File: src/rtl/instruction_fetch.sv
// instruction_fetch: prefetching fetch unit with instruction FIFO, redirect flush and in-flight discard.
// Optional FETCH_ALIGN_CHECK_EN: misaligned redirects park the unit in FAULT instead of being truncated.
module instruction_fetch #(
    parameter logic [0:31] RESET_ADDRESS = 32'h0000_0100,
    parameter int FIFO_DEPTH = 4,
    parameter int RS_ID_WIDTH = 6
) (
    input  logic        clk,
    input  logic        rst,
    output logic        mem_req_valid,
    input  logic        mem_req_ready,
    output logic [0:31] mem_req_addr,
    input  logic        mem_resp_valid,
    input  logic [0:31] mem_resp_data,
    input  logic        redirect_valid,
    input  logic [0:31] redirect_addr,
    output logic        instruction_valid,
    input  logic        instruction_ready,
    output logic [0:31] instruction,
    output logic [0:31] instruction_address
);
    localparam int PW = $clog2(FIFO_DEPTH);
    localparam int CW = PW + 1;

    typedef enum logic {FETCH, FAULT} state_t;

    state_t state, next_state;
    logic [0:31] pc, resp_pc, target;
    logic [CW-1:0] count, outstanding, discard, out_after;
    logic [PW-1:0] rd_ptr, wr_ptr;
    logic [0:31] fifo_data [FIFO_DEPTH];
    logic [0:31] fifo_addr [FIFO_DEPTH];
    logic misaligned, req_fire, push, pop;

    if (FIFO_DEPTH < 2 || FIFO_DEPTH > 16 || (FIFO_DEPTH & (FIFO_DEPTH - 1)) != 0 || RS_ID_WIDTH < 1) begin : g_bad_param
        $error("instruction_fetch: FIFO_DEPTH must be a power of two in 2..16");
    end

`ifdef FETCH_ALIGN_CHECK_EN
    assign misaligned = |redirect_addr[30:31];
    assign target = redirect_addr;
`else
    assign misaligned = 1'b0;
    assign target = redirect_addr & 32'hFFFF_FFFC;
`endif

    assign req_fire = mem_req_valid & mem_req_ready;
    assign pop = instruction_valid & instruction_ready;
    // Responses only enter the FIFO once every pre-redirect request has drained
    assign push = mem_resp_valid & ~redirect_valid & (discard == '0);
    assign out_after = outstanding - CW'(mem_resp_valid);
    assign instruction_valid = count != '0;
    assign instruction = instruction_valid ? fifo_data[rd_ptr] : '0;
    assign instruction_address = instruction_valid ? fifo_addr[rd_ptr] : '0;
    assign mem_req_addr = pc;

    always_comb begin
        next_state = redirect_valid ? (misaligned ? FAULT : FETCH) : state;
        mem_req_valid = rst && state == FETCH && !redirect_valid && discard == '0 &&
                        ({1'b0, count} + {1'b0, outstanding}) < (CW + 1)'(FIFO_DEPTH);
    end

    always_ff @(posedge clk or negedge rst) begin
        if (!rst) begin
            state <= FETCH;
            pc <= RESET_ADDRESS;
            resp_pc <= RESET_ADDRESS;
            count <= '0;
            outstanding <= '0;
            discard <= '0;
            rd_ptr <= '0;
            wr_ptr <= '0;
        end else begin
            state <= next_state;
            if (redirect_valid) begin
                pc <= target;
                resp_pc <= target;
                count <= '0;
                rd_ptr <= '0;
                wr_ptr <= '0;
                outstanding <= out_after;
                discard <= out_after;
            end else begin
                if (req_fire) pc <= pc + 32'd4;
                if (push) resp_pc <= resp_pc + 32'd4;
                if (push) wr_ptr <= wr_ptr + PW'(1);
                if (pop) rd_ptr <= rd_ptr + PW'(1);
                count <= count + CW'(push) - CW'(pop);
                outstanding <= out_after + CW'(req_fire);
                if (mem_resp_valid && discard != '0) discard <= discard - CW'(1);
            end
        end
    end

    always_ff @(posedge clk) begin
        if (push) begin
            fifo_data[wr_ptr] <= mem_resp_data;
            fifo_addr[wr_ptr] <= resp_pc;
        end
    end
endmodule

File: config.mk
export PLATFORM = sky130hd
export DESIGN_NAME = instruction_fetch
export DESIGN_NICKNAME = d
export VERILOG_FILES = /design/src/rtl/instruction_fetch.sv
export SDC_FILE = /design/constraint.sdc
export NUM_CORES = 1
export LEC_CHECK = 0
export CELL_PAD_IN_SITES_DETAIL_PLACEMENT = 1
export CELL_PAD_IN_SITES_GLOBAL_PLACEMENT = 1
export CORE_AREA = 2 2 185 205
export DETAILED_ROUTE_END_ITERATION = 12
export DIE_AREA = 0 0 187 207
export PLACE_DENSITY = 0.63
export SLEW_MARGIN = 25
export SYNTH_ARGS = -nofsm -noshare
export SYNTH_HDL_FRONTEND = slang
export SYNTH_SLANG_ARGS = --single-unit
File: constraint.sdc
create_clock -name clk -period 3.4 [get_ports clk]
set_input_delay 0.68 -clock clk [delete_from_list [all_inputs] [get_ports clk]]
set_output_delay 0.68 -clock clk [all_outputs]
set_load 0.005 [all_outputs]
==> metrics.md, run 1 <==
| Metric | Value |
|---|---|
| Arrival time worst endpoint | `2.50 ns` |
| Startpoint of the worst-slack reg-to-reg timing path | `count[0]` |
| Count of vias placed by the detailed router | `8079` |
| Number of enable flip-flop cells after synthesis | `248` |
| Start point of the critical path | `rd_ptr[0]` |
| Final Routed Wirelength | `32600 um` |
| Pin count of the biggest net entering global routing | `70` |
| Commonest cells after routing, fill and taps aside | `sky130_fd_sc_hd__edfxtp_1 (248), sky130_fd_sc_hd__clkdlybuf4s50_1 (159), sky130_fd_sc_hd__dfrtp_1 (69), sky130_fd_sc_hd__and2_1 (67), sky130_fd_sc_hd__mux4_2 (62)` |
| Via count of the first global-routing pass | `8766` |
| Share of the clock period used by the worst path | `93.6%` |
| Result of the run | `complete, no violations` |
| P&R area growth vs syn | `26.0%` |
| Hold violation total from the final report | `0` |
| Relative contribution of the clock network to total power | `33.2%` |
| Slew headroom | `53.4%` |
| Effective utilization at floorplan | `37.3%` |
| Total half-perimeter wirelength after legalization and detailed placement | `21400 um` |
| Die outline area | `38700 um^2` |
| Slack of the worst reg-to-reg path | `0.88 ns` |
| Diode count | `0` |
| Number of warnings reported in the yosys synthesis log | `0` |
| Height of the chip | `207 um` |
| Number of placement rows | `74` |
| Worst setup slack before clock tree synthesis | `0.390 ns` |
| Source-to-sink clock delay at the later pin of the worst-skew pair | `0.51 ns` |
| Post-route minimum period | `3.18 ns` |
| Sequential share of the synthesized area | `67.6%` |
| Layout cells sized above 1 | `16.6%` |
| Max-capacitance violation count | `0` |
| Clk sinks | `321` |
| Worst Reg2Reg Path Length in Cells | `9` |
| Power density cells | `664 nW/um^2` |
| Initial antenna violation count | `0` |
| Fraction of registers with async set/reset | `22.7%` |
| Number of CTS-inserted buffers | `35` |
| Highest clock rate | `314 MHz` |
| Final critical-path setup slack | `0.217 ns` |
| Setup violations, final | `0` |
| CTS root buffer | `sky130_fd_sc_hd__clkbuf_16` |
| Switching fraction of total power | `26.1%` |
| Critical Path Fanout Max | `8` |
| Share of total power in sequential cells | `41.0%` |
| Cell count after synthesis | `869` |
| Number of max-slew violations in the final report | `0` |
| Worst hold-check path type | `input pin to async pin` |
| # H-tree levels | `2` |
| I/O pin total | `168` |
| Total track usage | `17.1%` |
| Horizontal die dimension | `187 um` |
| Per-cell routed wire length | `20.7 um` |
| Cell area after technology mapping | `13700 um^2` |
| Setup repair after global routing missed its margin | `no` |
| Synth Area per Inst | `15.8 um^2` |
| Required time worst endpoint | `2.72 ns` |
| Startpoint kind of the worst setup timing path | `flop` |
| First-pass GRT wire length | `51700 um` |
| CTS tree | `built` |
| Layout Skew | `0.0117 ns` |
| Worst Max-Slew Pin Slew | `0.699 ns` |
| Clock tree buffer depth | `3` |
| Total global routing overflow | `0` |
| Internal Pwr Total | `8.48 mW` |
| Final estimated routing congestion in global placement | `0.790` |
| Clock edge transition at the registers on the reported setup and hold paths | `0.06 ns` |
| Number of register bits inferred by synthesis | `321` |
| Total Negative Setup Slacks | `0 ns` |
| DRT iter0 DRCs | `371` |
| Number of distinct standard cells referenced by the synthesized netlist | `59` |
| Number of remaining DRC errors | `0` |
| Capture point of the worst reg-to-reg path | `count[2]` |
| Fraction of power consumed by combinational cells | `25.8%` |
| Power spent charging and discharging nets | `2.99 mW` |
| Max VDD drop | `286 uV` |
| Type of the worst setup path | `flop to primary output` |
| Number of buffer cells added on primary ports | `161` |
| Antenna-violating nets left | `0` |
| LEAKAGE | `5.87 nW` |
| Flip-flop cell with the highest count after synthesis | `sky130_fd_sc_hd__edfxtp_1` |
| Per-cell via count in the routed design | `5.13` |
| Core region area | `36800 um^2` |
| CP Capture Point | `instruction_address[14]` |
| Layout Nets | `1142` |
| Quantity of hold-fixing buffers added after cts | `0` |
| Most common cell after layout, fill and taps aside | `sky130_fd_sc_hd__edfxtp_1` |
| Kind of end point of the critical path | `primary output` |
| Detailed Routing Iterations Pass 1 | `4` |
final cells by class:
class                   instances  area [um^2]
fillers                      3640        19500
flip-flops and latches        321         9280
multi-input cells             484         4180
repair buffers                191         1960
clock buffers                  41          920
well taps                     494          618
clock inverters                23          239
inverters                      22         82.6
power groups by stage:
| stage | logic, mW | clock network, mW | registers, mW |
|---|---|---|---|
| global route | 3.25 | 4.05 | 4.74 |
| finish | 2.96 | 3.80 | 4.71 |
| CTS | 3.07 | 3.93 | 4.71 |
| global placement | 2.95 | 0 | 4.82 |
| detailed placement | 2.99 | 0 | 4.82 |
| floorplan | 1.56 | 0 | 4.66 |
logic make-up after synthesis:
| kind of cell | share of synthesized area [%] |
|---|---|
| DFF | 67.6 |
| and+or+nand+nor | 11.4 |
| AOI/OAI and AO/OA | 4.06 |
| muxes | 10.6 |
| buffers and inverters | 2.09 |
| xor gates and xnor gates | 2.62 |
| adders and majority gates | 1.60 |
| other | 0.0273 |
per-layer routing:
metal	GRT usage, %	vias up	routed length [um]
li1	-	3699	-
met1	23.8	4151	15300
met5	0	-	0
met3	2.76	41	1080
met4	3.80	0	560
met2	28.3	188	15700
synth_stat cells, drive strengths merged, types with 2 or more instances:
library cell / number / area (um^2)
dfrtp: 71 / 1780
and4: 5 / 43.8
nor2: 29 / 109
o21ai: 38 / 190
clkbuf: 30 / 113
nor4: 6 / 67.6
a31oi: 5 / 31.3
nand3b: 2 / 27.5
nor3: 15 / 100
mux2: 4 / 45.0
o211ai: 11 / 82.6
a21oi: 11 / 55.1
nand2b: 4 / 25.0
and3: 11 / 68.8
nor4b: 3 / 41.3
or4: 4 / 37.5
edfxtp: 248 / 7450
nor2b: 2 / 12.5
or3: 7 / 43.8
o311ai: 9 / 78.8
a21boi: 4 / 30.0
or2: 2 / 12.5
and2: 67 / 419
mux4: 62 / 1400
nand2: 52 / 195
nand4: 24 / 180
xnor2: 23 / 201
a221o: 2 / 20.0
xor2: 18 / 158
buf: 15 / 91.3
inv: 22 / 82.6
nand3: 30 / 155
a21o: 2 / 15.0
dfstp: 2 / 52.6
ha: 16 / 200
a41oi: 2 / 17.5
per-stage QoR:
step	util, %	cells	cell area (um^2)	total power [mW]	hold WS [ns]
finish	47.0	1576	17300	11.5	0.280
detailed placement	43.8	1509	16100	7.82	0.551
global placement	43.8	1509	16100	7.76	0.544
CTS	47.0	1576	17300	11.7	0.280
floorplan	-	872	13700	6.22	0.384
global route	47.0	1576	17300	12.0	0.269
critical path, cell delays in order (launching register included):
cell	delay, ns
sky130_fd_sc_hd__dfrtp_4	0.55
sky130_fd_sc_hd__buf_4	0.24
sky130_fd_sc_hd__mux4_2	0.50
sky130_fd_sc_hd__and2_1	0.18
sky130_fd_sc_hd__clkdlybuf4s50_1	0.51
worst min path at each step:
stage	startpoint	to	slack (ns)
2_1_floorplan	rst	count[0]	0.38
3_3_place_gp	discard[1]	discard[1]	0.54
3_5_place_dp	mem_req_addr[0]	mem_req_addr[0]	0.55
4_1_cts	rst	mem_req_addr[9]	0.28
5_1_grt	rst	mem_req_addr[5]	0.27
6_report	rst	mem_req_addr[4]	0.28
repair_timing:
action / in CTS / in global routing
setup buffers: 3 / 0
gates resized for setup: 1 / 0
endpoints found under the setup margin: 17 / 0
registers in the layout, indices dropped and copies added, names as in the netlist:
signal	count
mem_req_addr	30
fifo_data	128
discard	3
rd_ptr	2
wr_ptr	2
outstanding	3
fifo_addr	120
resp_pc	30
count	3
(Power assumes the default switching activity.)
==> run 2, diff against run 1 <==
- CORE_AREA: 2 2 185 205 -> 2 2 166 185
- DIE_AREA: 0 0 187 207 -> 0 0 168 187
- PLACE_DENSITY: 0.63 -> 0.76
==> metrics.md, run 2 (same netlist as run 1, synthesis figures left out) <==
| Metric | Value |
|---|---|
| Result of the run | `complete, no violations` |
| Fill cell count | `2755 (-24%)` |
| Startpoint kind of the worst setup timing path | `flop` |
| Source-to-sink clock delay at the later pin of the worst-skew pair | `0.51 ns (about the same)` |
| Diode count | `0 (unchanged)` |
| Number of buffer cells added on primary ports | `161 (unchanged)` |
| PostCTS Resize Cnt | `0 (-1)` |
| LEAKAGE | `5.81 nW (-1.0%)` |
| Total track usage | `21.1% (+4.0 points)` |
| Height of the chip | `187 um (-9.7%)` |
| Share of the clock period used by the worst path | `95.7% (+2.1 points)` |
| Pin count of the biggest net entering global routing | `64 (-8.6%)` |
| Effective utilization at floorplan | `46.1% (+8.8 points)` |
| Type of the worst setup path | `flop to primary output` |
| Per-cell via count in the routed design | `5.64 (+10%)` |
| Hold violation total from the final report | `0 (unchanged)` |
| Slew headroom | `58.5% (+5.1 points)` |
| Via count of the first global-routing pass | `8907 (+1.6%)` |
| Clock edge transition at the registers on the reported setup and hold paths | `0.07 ns (about the same)` |
| Max-capacitance violation count | `0 (unchanged)` |
| Register containing the most flip-flops in the final layout | `fifo_data` |
| Critical Path Fanout Max | `63 (+55)` |
| Overall power | `11.3 mW (-1.6%)` |
| Setup violations, final | `0 (unchanged)` |
| Number of remaining DRC errors | `0 (unchanged)` |
| First-pass GRT wire length | `51100 um (-1.0%)` |
| Worst Max-Slew Pin Slew | `0.618 ns (-0.0810 ns)` |
| Cell at the slowest stage of the critical path | `sky130_fd_sc_hd__or3_2` |
| Highest clock rate | `307 MHz (-2.1%)` |
| Post-route minimum period | `3.25 ns (+0.0698 ns)` |
| I/O pin total | `168 (unchanged)` |
| Slowest Stage Delay on Critical Path | `0.52 ns (-0.03 ns)` |
| Critical path cell sequence | `or3_2 > buf_4 > and2_1 > clkdlybuf4s50_1` |
| Quantity of hold-fixing buffers added after cts | `0 (unchanged)` |
| Kind of end point of the critical path | `primary output` |
| CTS root buffer | `sky130_fd_sc_hd__clkbuf_16` |
| Horizontal die dimension | `168 um (-10%)` |
| Detailed Routing Iterations Pass 1 | `4 (unchanged)` |
| Family with the most delay on the worst path | `buffers and inverters` |
| Number of CTS-inserted buffers | `34 (-2.9%)` |
| Layout Nets | `1136 (-0.53%)` |
| Layout Skew | `0.0162 ns (+0.00456 ns)` |
| Die outline area | `31400 um^2 (-19%)` |
| # H-tree levels | `2 (unchanged)` |
| Worst hold-check path type | `input pin to async pin` |
| DRT iter0 DRCs | `491 (+32%)` |
| Clk sinks | `321 (unchanged)` |
| Final Routed Wirelength | `32400 um (-0.51%)` |
| Arrival time worst endpoint | `2.57 ns (+0.07 ns)` |
| Area occupied by registers | `9280 um^2 (unchanged)` |
| Number of max-slew violations in the final report | `0 (unchanged)` |
| Final estimated routing congestion in global placement | `0.856 (+8.4%)` |
| Total Negative Setup Slacks | `0 ns (unchanged)` |
| Required time worst endpoint | `2.72 ns (about the same)` |
| Core region area | `29800 um^2 (-19%)` |
| Most common cell after layout, fill and taps aside | `sky130_fd_sc_hd__edfxtp_1` |
| Clock tree buffer depth | `3 (unchanged)` |
| Layout cells sized above 1 | `15.5% (-1.2 points)` |
| Initial antenna violation count | `0 (unchanged)` |
| Power density cells | `662 nW/um^2 (-0.19%)` |
| Largest registers ranked by flip-flop count | `fifo_data x128, fifo_addr x120` |
| Total half-perimeter wirelength after legalization and detailed placement | `21500 um (+0.29%)` |
| Setup repair after global routing missed its margin | `no` |
| Commonest cells after routing, fill and taps aside | `sky130_fd_sc_hd__edfxtp_1 (248), sky130_fd_sc_hd__clkdlybuf4s50_1 (159), sky130_fd_sc_hd__dfrtp_1 (69), sky130_fd_sc_hd__and2_1 (67), sky130_fd_sc_hd__mux4_2 (62)` |
| Per-cell routed wire length | `22.3 um (+8.0%)` |
| Area of the multi-input gates | `4180 um^2 (about the same)` |
| P&R area growth vs syn | `24.1%` |
| Total global routing overflow | `0 (unchanged)` |
| Number of placement rows | `67 (-9.5%)` |
| Max VDD drop | `296 uV (+3.4%)` |
| Count of vias placed by the detailed router | `8189 (+1.4%)` |
| CTS tree | `built` |
| Max reg flops | `128 (unchanged)` |
| Antenna-violating nets left | `0 (unchanged)` |
| Post-CTS Repair Setup Buffers | `0 (-3)` |
| Bufs and invs on worst path | `2 (unchanged)` |
## run 2: cell count changes in the layout (fill, tap and decap cells not counted), moves of 2 or more
cell                         delta
sky130_fd_sc_hd__clkinv_1       +6
sky130_fd_sc_hd__buf_4          -5
sky130_fd_sc_hd__clkinv_2       -4
sky130_fd_sc_hd__clkinvlp_4     -2
## run 2: routing by layer
| layer | global-route usage [%] | up-vias | share of wire [%] |
|---|---|---|---|
| met5 | 0 | - | 0 |
| met4 | 5.89 | 0 | 2.4 |
| met3 | 3.22 | 48 | 5.0 |
| met2 | 35.5 | 263 | 49 |
| met1 | 28.7 | 4178 | 44 |
| li1 | - | 3700 | - |
## run 2: worst reg2reg max path, cell delays in order, from the launching register on
cell                       delay (ns)
sky130_fd_sc_hd__dfrtp_1         0.39
sky130_fd_sc_hd__inv_1           0.09
sky130_fd_sc_hd__ha_1            0.31
sky130_fd_sc_hd__nor4b_4         0.34
sky130_fd_sc_hd__nand4_4         0.14
sky130_fd_sc_hd__inv_2           0.28
sky130_fd_sc_hd__nor2_1          0.20
sky130_fd_sc_hd__buf_4           0.23
sky130_fd_sc_hd__o21ai_0         0.18
sky130_fd_sc_hd__o311ai_0        0.15
## run 2: layout make-up
cell class | instances | area share, %
repair buffers | 186 | 11.3
inverters | 22 | 0.485
clock inverters | 21 | 1.18
well taps | 379 | 2.78
flip-flops and latches | 321 | 54.5
clock buffers | 39 | 5.23
multi-input cells | 484 | 24.5
## run 2: final timing paths
check                                     from                       to  slack [ns]  cells past startpoint
worst min register to register      discard[1]               discard[1]        0.57                      2
min in group clk                redirect_valid                wr_ptr[0]        0.48                      2
worst max register to register      discard[0]         mem_req_addr[12]        0.95                      9
max in group asynchronous                  rst                rd_ptr[0]        2.12                      3
worst min-delay path                       rst          mem_req_addr[2]        0.36                      2
worst max-delay path                  count[0]  instruction_address[16]        0.15                      4
## run 2: power breakdown
group | internal (mW) | switching [mW]
Clock | 2.18 | 1.47
Sequential | 4.45 | 0.249
Combinational | 1.73 | 1.21
Total | 8.35 | 2.93
## run 2: through the flow
stage               hold slack, ns  setup WS [ns]  utilization (%)  area [um^2]  cells
floorplan                    0.384          0.181                -        13700    872
CTS                          0.371         0.0931             57.3        17000   1452
global route                 0.395         0.0549             57.3        17000   1452
global placement             0.547          0.455             53.6        15900   1392
detailed placement           0.555          0.410             53.6        15900   1392
finish                       0.359          0.147             57.3        17000   1452
==> run 3, diff against run 2 <==
- CORE_AREA: 2 2 166 185 -> 2 2 176 195
- DIE_AREA: 0 0 168 187 -> 0 0 178 197
- PLACE_DENSITY: 0.76 -> 0.72
- clock period: 3.4 -> 2.8 ns (I/O delays scaled with it)
==> metrics.md, run 3 (same netlist as run 1, synthesis figures left out) <==
| Metric | Value |
|---|---|
| Result of the run | `finished, violations left` |
| Failing checks | `setup timing` |
| Antenna-violating nets left | `0 (unchanged)` |
| LEAKAGE | `6.42 nW (+10%)` |
| Count of vias placed by the detailed router | `8383 (+2.4%)` |
| Commonest cells after routing, fill and taps aside | `sky130_fd_sc_hd__edfxtp_1 (248), sky130_fd_sc_hd__clkdlybuf4s50_1 (96), sky130_fd_sc_hd__dfrtp_1 (68), sky130_fd_sc_hd__mux4_2 (62)` |
| Type of the worst setup path | `flop to primary output` |
| Slack of the worst reg-to-reg path | `0.32 ns (-0.63 ns)` |
| Area occupied by registers | `9280 um^2 (about the same)` |
| P&R area growth vs syn | `28.4%` |
| Per-cell routed wire length | `21.7 um (-2.7%)` |
| Effective utilization at floorplan | `41.6% (-4.6 points)` |
| Uppermost layer routed | `met4` |
| Layout Skew | `0.0205 ns (+0.00425 ns)` |
| Arrival time worst endpoint | `2.36 ns (-0.21 ns)` |
| Total global routing overflow | `0 (unchanged)` |
| Clock tree buffer depth | `3 (unchanged)` |
| First-pass GRT wire length | `51400 um (+0.59%)` |
| Final Routed Wirelength | `33700 um (+3.8%)` |
| DRT iter0 DRCs | `396 (-19%)` |
| CTS root buffer | `sky130_fd_sc_hd__clkbuf_16` |
| Relative contribution of the clock network to total power | `32.0% (-0.3 points)` |
| Clock edge transition at the registers on the reported setup and hold paths | `0.06 ns (about the same)` |
| Sum of met3 wire segment lengths after detailed routing | `1830 um (+13%)` |
| Source-to-sink clock delay at the later pin of the worst-skew pair | `0.51 ns (about the same)` |
| # H-tree levels | `2 (unchanged)` |
| Fill cell count | `3195 (+16%)` |
| Pin count of the biggest net entering global routing | `56 (-13%)` |
| Internal Pwr Total | `10.7 mW (+27%)` |
| Diode count | `0 (unchanged)` |
| Final estimated routing congestion in global placement | `0.821 (-4.1%)` |
| Hold violation total from the final report | `0 (unchanged)` |
| Die outline area | `35100 um^2 (+12%)` |
| Max VDD drop | `456 uV (+54%)` |
| Fraction of power consumed by combinational cells | `28.6% (+2.5 points)` |
| Switching fraction of total power | `26.2% (+0.21 points)` |
| Worst setup slack before clock tree synthesis | `0.0851 ns (-0.325 ns)` |
| Setup violations, final | `3 (+3)` |
| Area of the multi-input gates | `4250 um^2 (+1.7%)` |
| Met2 layer wire length in the routed design | `17000 um (+6.8%)` |
| Max reg flops | `128 (unchanged)` |
| Largest registers ranked by flip-flop count | `fifo_data x128, fifo_addr x120` |
| Clk sinks | `321 (unchanged)` |
| Max-capacitance violation count | `0 (unchanged)` |
| Number of remaining DRC errors | `0 (unchanged)` |
| Wire length on met1 | `14300 um (+1.1%)` |
| Slew headroom | `49.8% (-8.7 points)` |
| Startpoint kind of the worst setup timing path | `flop` |
| Register containing the most flip-flops in the final layout | `fifo_data` |
| Number of CTS-inserted buffers | `34 (unchanged)` |
| Number of placement rows | `70 (+4.5%)` |
| Via count of the first global-routing pass | `9059 (+1.7%)` |
| Initial antenna violation count | `0 (unchanged)` |
| Total half-perimeter wirelength after legalization and detailed placement | `21300 um (-0.68%)` |
| Required time worst endpoint | `2.24 ns (-0.48 ns)` |
| Quantity of hold-fixing buffers added after cts | `0 (unchanged)` |
| Inst Count DP | `1454 (+4.5%)` |
| Kind of end point of the critical path | `primary output` |
| Critical Path Fanout Max | `7 (-89%)` |
| Final instance count without filler cells | `1550 (+6.7%)` |
| Final critical-path setup slack | `-0.115 ns (-0.262 ns)` |
| Per-cell via count in the routed design | `5.41 (-4.1%)` |
| Layout cells sized above 1 | `24.3% (+8.9 points)` |
| Total track usage | `19.2% (-1.9 points)` |
| Post-route minimum period | `2.92 ns` |
| Layout Nets | `1179 (+3.8%)` |
| Horizontal die dimension | `178 um (+6.0%)` |
| Height of the chip | `197 um (+5.3%)` |
| Number of max-slew violations in the final report | `0 (unchanged)` |
| Power spent charging and discharging nets | `3.78 mW (+29%)` |
| CTS tree | `built` |
| Highest clock rate | `343 MHz` |
| Setup repair after global routing missed its margin | `yes` |
| Worst hold-check path type | `input pin to async pin` |
| I/O pin total | `168 (unchanged)` |
| Share of the clock period used by the worst path | `104%` |
| Power density cells | `819 nW/um^2 (+24%)` |
| Detailed Routing Iterations Pass 1 | `4 (unchanged)` |
| Core region area | `33000 um^2 (+11%)` |
| Share of total power in sequential cells | `39.4% (-2.2 points)` |
| Worst Max-Slew Pin Slew | `0.753 ns (+0.135 ns)` |
| Most common cell after layout, fill and taps aside | `sky130_fd_sc_hd__edfxtp_1` |
| Number of buffer cells added on primary ports | `161 (unchanged)` |
run 3: cell types whose count changed in the layout (fill, tap and decap cells not counted), sizes merged, moves of 2 or more:
| cell | before | now |
|---|---|---|
| clkdlybuf4s50 | 159 | 96 |
| buf | 27 | 83 |
| clkbuf | 39 | 71 |
| dlygate4sd2 | 0 | 11 |
| dlymetal6s2s | 0 | 11 |
| clkinv | 14 | 12 |
run 3: per-layer routing:
layer	vias up	track usage, %
li1	3778	-
met1	4322	25.1
met2	240	32.9
met3	43	3.65
met4	0	4.64
met5	-	0
run 3: area by class of cell:
type	instances	area share, %
flip-flops and latches	321	52.7
multi-input cells	484	24.1
repair buffers	229	13.1
clock buffers	45	5.54
well taps	432	3.07
clock inverters	17	1.04
inverters	22	0.469
run 3: per-stage QoR:
stage	util [%]	cell area (um^2)	hold slack [ns]	power, mW	setup TNS, ns
floorplan	-	13700	0.264	7.55	0
CTS	53.0	17500	0.133	14.4	-2.23
global route	53.4	17600	0.125	15.1	-0.448
finish	53.4	17600	0.120	14.4	-0.212
global placement	48.8	16100	0.541	9.42	0
detailed placement	48.8	16100	0.549	9.50	0
run 3: power by group through the flow:
stage | Clock, mW | Sequential [mW] | Combinational (mW)
after global routing | 4.89 | 5.72 | 4.51
after floorplan | 0 | 5.66 | 1.89
after CTS | 4.73 | 5.67 | 4.02
final | 4.62 | 5.68 | 4.13
after global placement | 0 | 5.81 | 3.61
after detailed placement | 0 | 5.82 | 3.68
run 3: critical path, cell delays in order, from the launching register on:
cell	delay (ns)
sky130_fd_sc_hd__dfrtp_4	0.51
sky130_fd_sc_hd__buf_8	0.15
sky130_fd_sc_hd__buf_12	0.14
sky130_fd_sc_hd__buf_4	0.14
sky130_fd_sc_hd__buf_4	0.13
sky130_fd_sc_hd__mux4_2	0.45
sky130_fd_sc_hd__and2_1	0.18
sky130_fd_sc_hd__dlymetal6s2s_1	0.14
run 3: worst paths after layout:
path / end / start / depth (start not counted)
min reg2reg: discard[1] / discard[1] / 2
max: instruction_address[8] / rd_ptr[0] / 7
max reg2reg: mem_req_addr[7] / count[2] / 9
min: mem_req_addr[9] / rst / 2
min in group clk: rd_ptr[1] / redirect_valid / 3
max in group asynchronous: rd_ptr[0] / rst / 3
run 3: what timing repair did:
| action | in CTS | in global routing |
|---|---|---|
| setup endpoints to repair | 63 | 58 |
| setup buffers | 17 | 15 |
| resized for setup | 117 | 87 |
| pin swaps | 15 | 15 |
| gates cloned | 4 | 2 |
==> RTL change: new RTL, settings of run 1 <==
Build with the macro `FETCH_ALIGN_CHECK_EN` defined.
--- a/src/rtl/instruction_fetch.sv
+++ b/src/rtl/instruction_fetch.sv
@@ -1,5 +1,7 @@
 // instruction_fetch: prefetching fetch unit with instruction FIFO, redirect flush and in-flight discard.
 // Optional FETCH_ALIGN_CHECK_EN: misaligned redirects park the unit in FAULT instead of being truncated.
+`define FETCH_ALIGN_CHECK_EN
+
 module instruction_fetch #(
     parameter logic [0:31] RESET_ADDRESS = 32'h0000_0100,
     parameter int FIFO_DEPTH = 4,
Check against the original RTL: not equivalent (a bounded check fails within 4 cycles, from zero or initial values and one cycle with rst low).
==> RTL change against run 1 <==
Global-route usage rose by 0.55 points. Register-to-register slack lost 0.11 ns. Wire length is 2.5% higher. Total power is 1.8% higher. Area after synthesis is 2.4% higher. Non-clock buffer count up 1. Combinational power barely moved. Die area did not move. Final area is 2.1% higher. Worst setup slack got worse by 0.057 ns. Sequential cell count up 13. Largest power group unchanged.
==> RTL change: results (changes against run 1) <==
PortBufs - 167 (was 161)
Final worst slack - 0.160 ns (was 0.217 ns)
Vias - 8271 (was 8079)
Non-filler cells, final - 1593 (was 1576)
Ys async rst share - 23.4% (was 22.7%)
FF-to-FF path depth - 7 (was 9)
Max incr delay on CP - 0.62 ns (was 0.55 ns)
EDFF count, synth - 256 (was 248)
Multi-input combinational area share - 23.6% (was 24.2%)
Main area contributors after synthesis - edfxtp_1, dfrtp_1, mux4_2 (unchanged)
Yosys reg bits - 334 (was 321)
First-pass GRT wire length - 53100 um (was 51700 um)
Peak supply drop - 0.000309 V (was 0.000286 V)
Crit Path Max Fanout - 48 (was 8)
WHS - 0.180 ns (was 0.280 ns)
Share of layout cells above drive strength 1 - 15.7% (was 16.6%)
Biggest regs - fifo_addr (128), fifo_data (128) (was fifo_data (128), fifo_addr (120))
Library cells used by synthesis - 49 (was 59)
Placed Instances - 1527 (was 1509)
Plain + repair buffers - 192 (was 191)
Cts bufs inserted - 36 (was 35)
Seq/total area - 54.6% (was 53.7%)
Multi-input comb cells - 480 (was 484)
Area after DPL - 16500 um^2 (was 16100 um^2)
Status - finished clean (unchanged)
Post-CTS Resized - 0 (was 1)
Post-synth top cells - edfxtp_1, dfrtp_1, and2_1, mux4_2, nand2_1 (unchanged)
Clock buf/inv share - 6.63% (was 6.70%)
R2R Path End - mem_req_addr[2] (was count[2])
Placer's final routability congestion estimate - 0.785 (was 0.790)
==> RTL change: changes by cell type after synthesis, moves of 5 or more <==
cell             run 1  this run
dfrtp_1             71        76
o21ai_0             33        42
xnor2_1             23        36
xor2_1              18         7
buf_1                0         7
mux2_2               4        13
inv_1               20        25
nor4_1               4        10
nor3_2               5         0
clkbuf_1            30        25
o21ai_1              5         0
edfxtp_1           248       256
==> RTL change: routing by layer <==
metal	GRT usage, %	up-vias	wire length, um
li1	-	3764	-
met1	23.0	4252	14500
met2	30.5	200	16700
met3	3.00	51	1410
met4	4.82	4	715
met5	0	-	27
==> RTL change: power by group through the flow <==
stage          Sequential (mW)  Combinational, mW  Clock [mW]
2_1_floorplan             4.85               1.59           0
3_3_place_gp              4.94               2.99           0
3_5_place_dp              4.95               3.03           0
4_1_cts                   4.87               3.05        3.98
5_1_grt                   4.90               3.24        4.13
6_report                  4.87               2.95        3.86
